$ cat config.mk
export PLATFORM = sky130hd
export DESIGN_NAME = bit_stream_serializer
export DESIGN_NICKNAME = d
export VERILOG_FILES = /design/src/rtl/bit_stream_serializer.sv
export SDC_FILE = /design/constraint.sdc
export NUM_CORES = 1
export LEC_CHECK = 0
export CAP_MARGIN = 30
export CORE_ASPECT_RATIO = 0.6
export CORE_MARGIN = 2
export CORE_UTILIZATION = 52
export DETAILED_ROUTE_END_ITERATION = 8
export PLACE_DENSITY_LB_ADDON = 0.1
export SLEW_MARGIN = 20
export SYNTH_ARGS = -nofsm -noshare
export SYNTH_HDL_FRONTEND = slang
export SYNTH_SLANG_ARGS = --single-unit
export TNS_END_PERCENT = 50
$ cat constraint.sdc
create_clock -name clk -period 2.47 [get_ports clk]
set_input_delay 0.3705 -clock clk [delete_from_list [all_inputs] [get_ports clk]]
set_output_delay 0.3705 -clock clk [all_outputs]
set_load 0.03 [all_outputs]
$ cat src/rtl/bit_stream_serializer.sv
// Parallel-to-serial front end: small word FIFO feeding a bit shifter.
// Words leave back to back, one bit per clock, while the FIFO has data.
module bit_stream_serializer #(
    parameter int WIDTH     = 4,
    parameter int DEPTH     = 2,
    parameter bit MSB_FIRST = 1'b1,
    parameter bit IDLE_BIT  = 1'b0
) (
    input  logic             clk,
    input  logic             rst,
    input  logic [WIDTH-1:0] word_in,
    input  logic             word_valid,
    output logic             word_ready,
    output logic             bit_out,
    output logic             bit_valid,
    output logic             frame_start,
    output logic             busy,
    output logic [31:0]      words_sent
);

    localparam int AW = (DEPTH > 1) ? $clog2(DEPTH) : 1;
    localparam int CW = $clog2(DEPTH + 1);
    localparam int BW = $clog2(WIDTH);

    localparam logic [BW-1:0] LAST_BIT = BW'(WIDTH - 1);
    localparam logic [AW-1:0] LAST_PTR = AW'(DEPTH - 1);
    localparam logic [CW-1:0] FULL_CNT = CW'(DEPTH);

    typedef enum logic {
        S_IDLE,
        S_SHIFT
    } state_t;

    state_t           state_q;
    logic [WIDTH-1:0] shreg_q;
    logic [BW-1:0]    bitcnt_q;
    logic [31:0]      words_sent_q;
    logic [WIDTH-1:0] mem_q [DEPTH];
    logic [AW-1:0]    rd_q;
    logic [AW-1:0]    wr_q;
    logic [CW-1:0]    cnt_q;
    logic [CW-1:0]    cnt_d;
    logic             push;
    logic             pop;
    logic [WIDTH-1:0] head;

    function automatic logic [AW-1:0] ptr_inc(input logic [AW-1:0] p);
        return (p == LAST_PTR) ? '0 : p + AW'(1);
    endfunction

    assign word_ready = ~rst & (cnt_q < FULL_CNT);
    assign push       = word_valid & word_ready;
    assign head       = mem_q[rd_q];

    // Pop when the shifter can take a word: idle, or retiring its last bit.
    always_comb begin
        pop   = (cnt_q != '0) &&
                ((state_q == S_IDLE) || (bitcnt_q == LAST_BIT));
        cnt_d = cnt_q;
        unique case ({push, pop})
            2'b10:   cnt_d = cnt_q + CW'(1);
            2'b01:   cnt_d = cnt_q - CW'(1);
            default: cnt_d = cnt_q;
        endcase
    end

    // FIFO storage, pointers and the shifter FSM share one clocked block.
    always_ff @(posedge clk) begin
        if (rst) begin
            state_q      <= S_IDLE;
            shreg_q      <= '0;
            bitcnt_q     <= '0;
            words_sent_q <= '0;
            rd_q         <= '0;
            wr_q         <= '0;
            cnt_q        <= '0;
        end else begin
            if (push) begin
                mem_q[wr_q] <= word_in;
                wr_q        <= ptr_inc(wr_q);
            end
            if (pop) begin
                rd_q <= ptr_inc(rd_q);
            end
            cnt_q <= cnt_d;
            unique case (state_q)
                S_IDLE: begin
                    if (pop) begin
                        shreg_q  <= head;
                        bitcnt_q <= '0;
                        state_q  <= S_SHIFT;
                    end
                end
                S_SHIFT: begin
                    if (bitcnt_q != LAST_BIT) begin
                        shreg_q  <= MSB_FIRST ? (shreg_q << 1)
                                              : (shreg_q >> 1);
                        bitcnt_q <= bitcnt_q + BW'(1);
                    end else begin
                        words_sent_q <= words_sent_q + 32'd1;
                        bitcnt_q     <= '0;
                        if (pop) begin
                            shreg_q <= head;
                        end else begin
                            state_q <= S_IDLE;
                        end
                    end
                end
                default: state_q <= S_IDLE;
            endcase
        end
    end

    // Serial outputs decode registered state only.
    always_comb begin
        bit_valid   = (state_q == S_SHIFT);
        frame_start = bit_valid && (bitcnt_q == '0);
        bit_out     = IDLE_BIT;
        if (bit_valid) begin
            bit_out = MSB_FIRST ? shreg_q[WIDTH-1] : shreg_q[0];
        end
        busy       = (cnt_q != '0) || bit_valid;
        words_sent = words_sent_q;
    end

endmodule

## Word-level counts from Yosys, hierarchy flattened

Memories as Yosys holds them, arrays and structs flattened. A register that Yosys moved wholly into a read port is not among the register bits.
Cells that the tools add are included.

- Reduce and logical (&&, ||, !) cells: 8
- Add/sub/neg operators: 6
- Order comparisons: 1
- Bitwise logic cells: 5
- Eq/ne operators: 5
- Multiplexer cells: 18

Operators by type and width:

| operator | number |
|---|---|
| $add A32 B1 Y32 const B | 1 |
| $mux W1 | 10 |
| $mux W4 | 2 |
| $pmux W2 S2 | 2 |
| $pmux W4 S2 | 1 |
| $add A2 B1 Y2 const B | 2 |
| $eq A2 B2 Y1 const B | 2 |
| $mux W2 | 2 |
| $ne A2 B2 Y1 const B | 2 |
| $reduce_bool A2 Y1 | 2 |
| $not A1 Y1 | 3 |
| $add A1 B1 Y1 const B | 2 |
| $and A1 B1 Y1 | 2 |
| $eq A2 B1 Y1 const B | 1 |
| $logic_and A1 B1 Y1 | 2 |
| $logic_not A2 Y1 | 1 |
| $logic_or A1 B1 Y1 | 2 |
| $lt A2 B2 Y1 const B | 1 |
| $pmux W1 S2 | 1 |
| $reduce_and A2 Y1 | 1 |
| $sub A2 B1 Y2 const B | 1 |

- Output and inout bits: 37
- Memories kept: 1
- Memory bits (writable): 8
- Word-level logic and storage cells: 51
- Input bits: 7
- Flip-flop bits (word level): 43

Memory list:

| memory | depth | bits a word | read ports | clocked after memory_dff | write ports | line | text |
|---|---|---|---|---|---|---|---|
| mem_q | 2 | 4 | 1 | 1 | 1 | 38 | `logic [WIDTH-1:0] mem_q [DEPTH];` |

## Depth between registers and ports, before layout

- Depth in word-level cells: 6
- Depth in mapped cells: 7
- Depth with buffers taken out: 7

## Least setup slack after synthesis

OpenSTA, ideal clock, no wires.

- Path type: reg2reg
- From: register words_sent_q[5] (netlist: words_sent[5])
- To: register words_sent_q[31] (netlist: words_sent[31])
- Path buffers: 1
- Library setup time: 0.121 ns
- Required time: 2.349 ns
- Arrival: 2.030 ns
- Clock period less this slack: 2.151 ns
- Slack: 0.319 ns
- Cell stages (with the launch flop): 6
- Path through: dfxtp_1 > nand4_2 > or4_4 > buf_6 > nor4_1 > mux2_2

- Word-level cells in the longest chain between the ends: 1

Ends and longest elaborated chain:

| element | line | text |
|---|---|---|
| start, declared | 37 | `logic [31:0] words_sent_q;` |
| start signal, assigned | 100 | `words_sent_q <= words_sent_q + 32'd1;` |
| $add A32 B1 Y32 | 100 |  |

No other way between the ends.
A chain may end at the register's enable or synchronous reset.

## Worst setup path in the final report

- From: register cnt_q[0]
- To: output port busy

- Word-level cells in the longest chain between the ends: 2

Ends and longest elaborated chain:

| element | line | text |
|---|---|---|
| start, declared | 41 | `logic [CW-1:0] cnt_q;` |
| start signal, assigned | 85 | `cnt_q <= cnt_d;` |
| $reduce_bool A2 Y1 | 122 | `busy = (cnt_q != '0) \|\| bit_valid;` |
| $logic_or A1 B1 Y1 | 122 |  |
| end, declared | 17 | `output logic busy,` |

No other way between the ends.

==> run summary <==
Pleak: 0.9461 nW
Post-synth EDFFs: 8
H-tree depth: 2
Largest family of logic cells by synthesized area: simple AND/OR/NAND/NOR gates
DR vias: 1,983
CP bufs+invs: 2
Non-Filler Instances: 362
CTS Hold Bufs: 0
CP Launch Type: register
Slew Viols, Final: 0
CTS root buf: clkbuf_8
Final worst path period share: 91.98%
Max Root-Sink Buffers: 2
Power Density: 709.8 nW/µm²
Setup TNS: 0 ns
Worst path top cell family by delay: buffers and inverters
Rel. slew slack: 51.18%
Post-synthesis compound-gate area fraction: 11.99%
Post-synthesis adder-cell area fraction: 2.084%
Synth Area per Inst: 9.270 µm²
Reg clk slew, reported paths: 0.10 ns
Final net count: 309
Post-cts repair resize count: 1
Synth top cells by count: dfxtp_1 (44), nor2_1 (26), a21oi_1 (25)
Clock skew: 0.006778 ns
Sequential fraction of the synthesis area: 46.69%
Peak supply drop: 0.5409 mV
Yosys top cell area share: 36.69%
Die width: 91.73 µm
Worst skew pair latency: 0.31 ns
Detailed-route wire length: 4854 µm
Syn Std Cell Area: 2401 µm²
Unrepaired setup endpoints after global routing: no
Syn_nets: 270
Largest net degree at the start of global routing: 49
Synth Flop Type: dfxtp_1
Initial Util: 53.16%
Area Growth Syn to Fin: 22.88%
Vias in the first global route: 1,761
Worst Path Required: 2.10 ns
Slew @ Worst Pin: 0.7323 ns
Status: finished clean
Gr usage total: 20.05%
Crit end category: output pin
IO Port Bufs: 43
Drt initial violations: 121
WL per Instance: 13.41 µm
Post-Synth Simple-Gate Area: 25.90%
Core ar.: 4517 µm²
Routability Congestion: 0.7886
Worst Hold Class: register to register
Routed Antenna Nets: 0
Initial antenna violation count: 0
Mux cell area share after synthesis: 3.544%
Remaining global-route overflow: 0
Crit-path max FO: 9
Crit-path cells: or2_2, nor2_1, inv_1, clkdlybuf4s50_1
Most frequent cell after synthesis: dfxtp_1
First-pass GRT wire length: 8197 µm
Post-CTS Setup Bufs: 0
Distinct cells, synth: 41
Highest clock rate: 440.2 MHz
Share of post-route cells with drive strength above 1: 8.027%
Clk sinks: 52
Antenna diode count: 0
Post-synth ARST share: 0%
Io pins: 44
Max stage delay on crit path: 0.58 ns
Placed Cells: 354
FP Rows: 19
Synth top area cells: dfxtp_1 (37%), edfxtp_1 (10%), a21oi_1 (5.2%)
Cell taking the most area after synthesis: dfxtp_1
CP max stage cell: clkdlybuf4s50_1
Drt drc: 0
Inserted Clock Buffers: 5
Ys Warns: 0
Critical setup path kind: register to output pin
Post-synthesis register bit count: 52
Final min period: 2.272 ns
Final setup viols: 0
1st-pass router iterations: 4
DP HPWL: 3362 µm
Die H: 56.64 µm
XOR/XNOR share of the synthesized area: 4.742%
Final hold violations: 0
Via/cell ratio: 5.478
CTS tree: built
Crit path DAT: 1.90 ns
Full die area: 5195 µm²
Post-synthesis cell count: 259
Total of max-cap violations: 0
==> kinds of logic after synthesis <==
| group | Yosys count |
|---|---|
| and+or+nand+nor | 112 |
| buffers and inverters | 21 |
| AOI/OAI and AO/OA | 49 |
| xor gates and xnor gates | 13 |
| DFF | 52 |
| adders and majority gates | 4 |
| muxes | 8 |
==> through the flow <==
stage / cell area, µm² / util (%) / setup WS, ns / hold slack (ns) / total power [mW]
floorplan: 2401 / - / 0.3189 / 0.4294 / 1.388
global placement: 2835 / 62.77 / 0.1758 / 0.4410 / 1.521
detailed placement: 2835 / 62.77 / 0.1047 / 0.4514 / 1.532
CTS: 2950 / 65.32 / 0.1821 / 0.4647 / 2.109
global route: 2950 / 65.32 / 0.06776 / 0.4859 / 2.209
finish: 2950 / 65.32 / 0.1981 / 0.4642 / 2.094
==> sequential cells by signal, summed over array words and instances, names as in the netlist, named ones only <==
register    cells
bit_valid       1
mem_q           8
wr_q            1
cnt_q           2
shreg_q         4
words_sent     32
rd_q            1
bitcnt_q        2
==> cells in the final DEF, fill, tap and decap left out, drive strengths merged, types with 5 or more instances in the layout <==
| cell | instances |
|---|---|
| dfxtp | 44 |
| clkdlybuf4s50 | 42 |
| nor2 | 26 |
| a21oi | 25 |
| nand2 | 21 |
| nand4 | 10 |
| or3 | 10 |
| o21ai | 9 |
| nand3 | 9 |
| or4 | 9 |
| edfxtp | 8 |
| inv | 7 |
| xnor2 | 7 |
| o31ai | 7 |
| nor4 | 6 |
| xor2 | 6 |
| nor2b | 5 |
| clkbuf | 5 |
==> routing by layer <==
metal  vias to the layer above  part of all wire (%)  GRT usage (%)
met5                         -                     0              0
met3                         7                   4.0          4.966
met4                         0                  0.97          5.757
met1                       913                    55          30.81
li1                       1025                     -              -
met2                        38                    40          27.63
==> final cells by class <==
class	count	area, µm²
fill	399	1567
inverter	7	26.28
clock buffer	5	68.82
clock inverter	3	42.54
tap	63	78.83
multi-input combinational	186	1162
timing repair buffer	46	450.4
sequential	52	1121
==> worst register-to-register path, delay by kind of cell, from the launching register on <==
family                     cells  cell delay (ns)
muxes                          1             0.39
DFF                            1             0.38
adders and majority gates      1             0.28
and+or+nand+nor                3             1.11
==> worst paths after layout <==
check / slack, ns / endpoint / start / cells after the start
worst max-delay path: 0.20 / busy / cnt_q[0] / 4
worst min-delay path: 0.46 / shreg_q[1] / shreg_q[0] / 2
worst max register to register: 0.21 / words_sent[28] / bitcnt_q[0] / 5
worst min register to register: 0.46 / shreg_q[1] / shreg_q[0] / 2
==> power by group <==
group | leakage, nW | internal [mW] | total, mW | switching, mW
Sequential | 0.430 | 0.936 | 0.995 | 0.0589
Clock | 0.0558 | 0.301 | 0.585 | 0.285
Combinational | 0.461 | 0.218 | 0.514 | 0.296
Note: power is estimated with default switching activity, not from simulation.
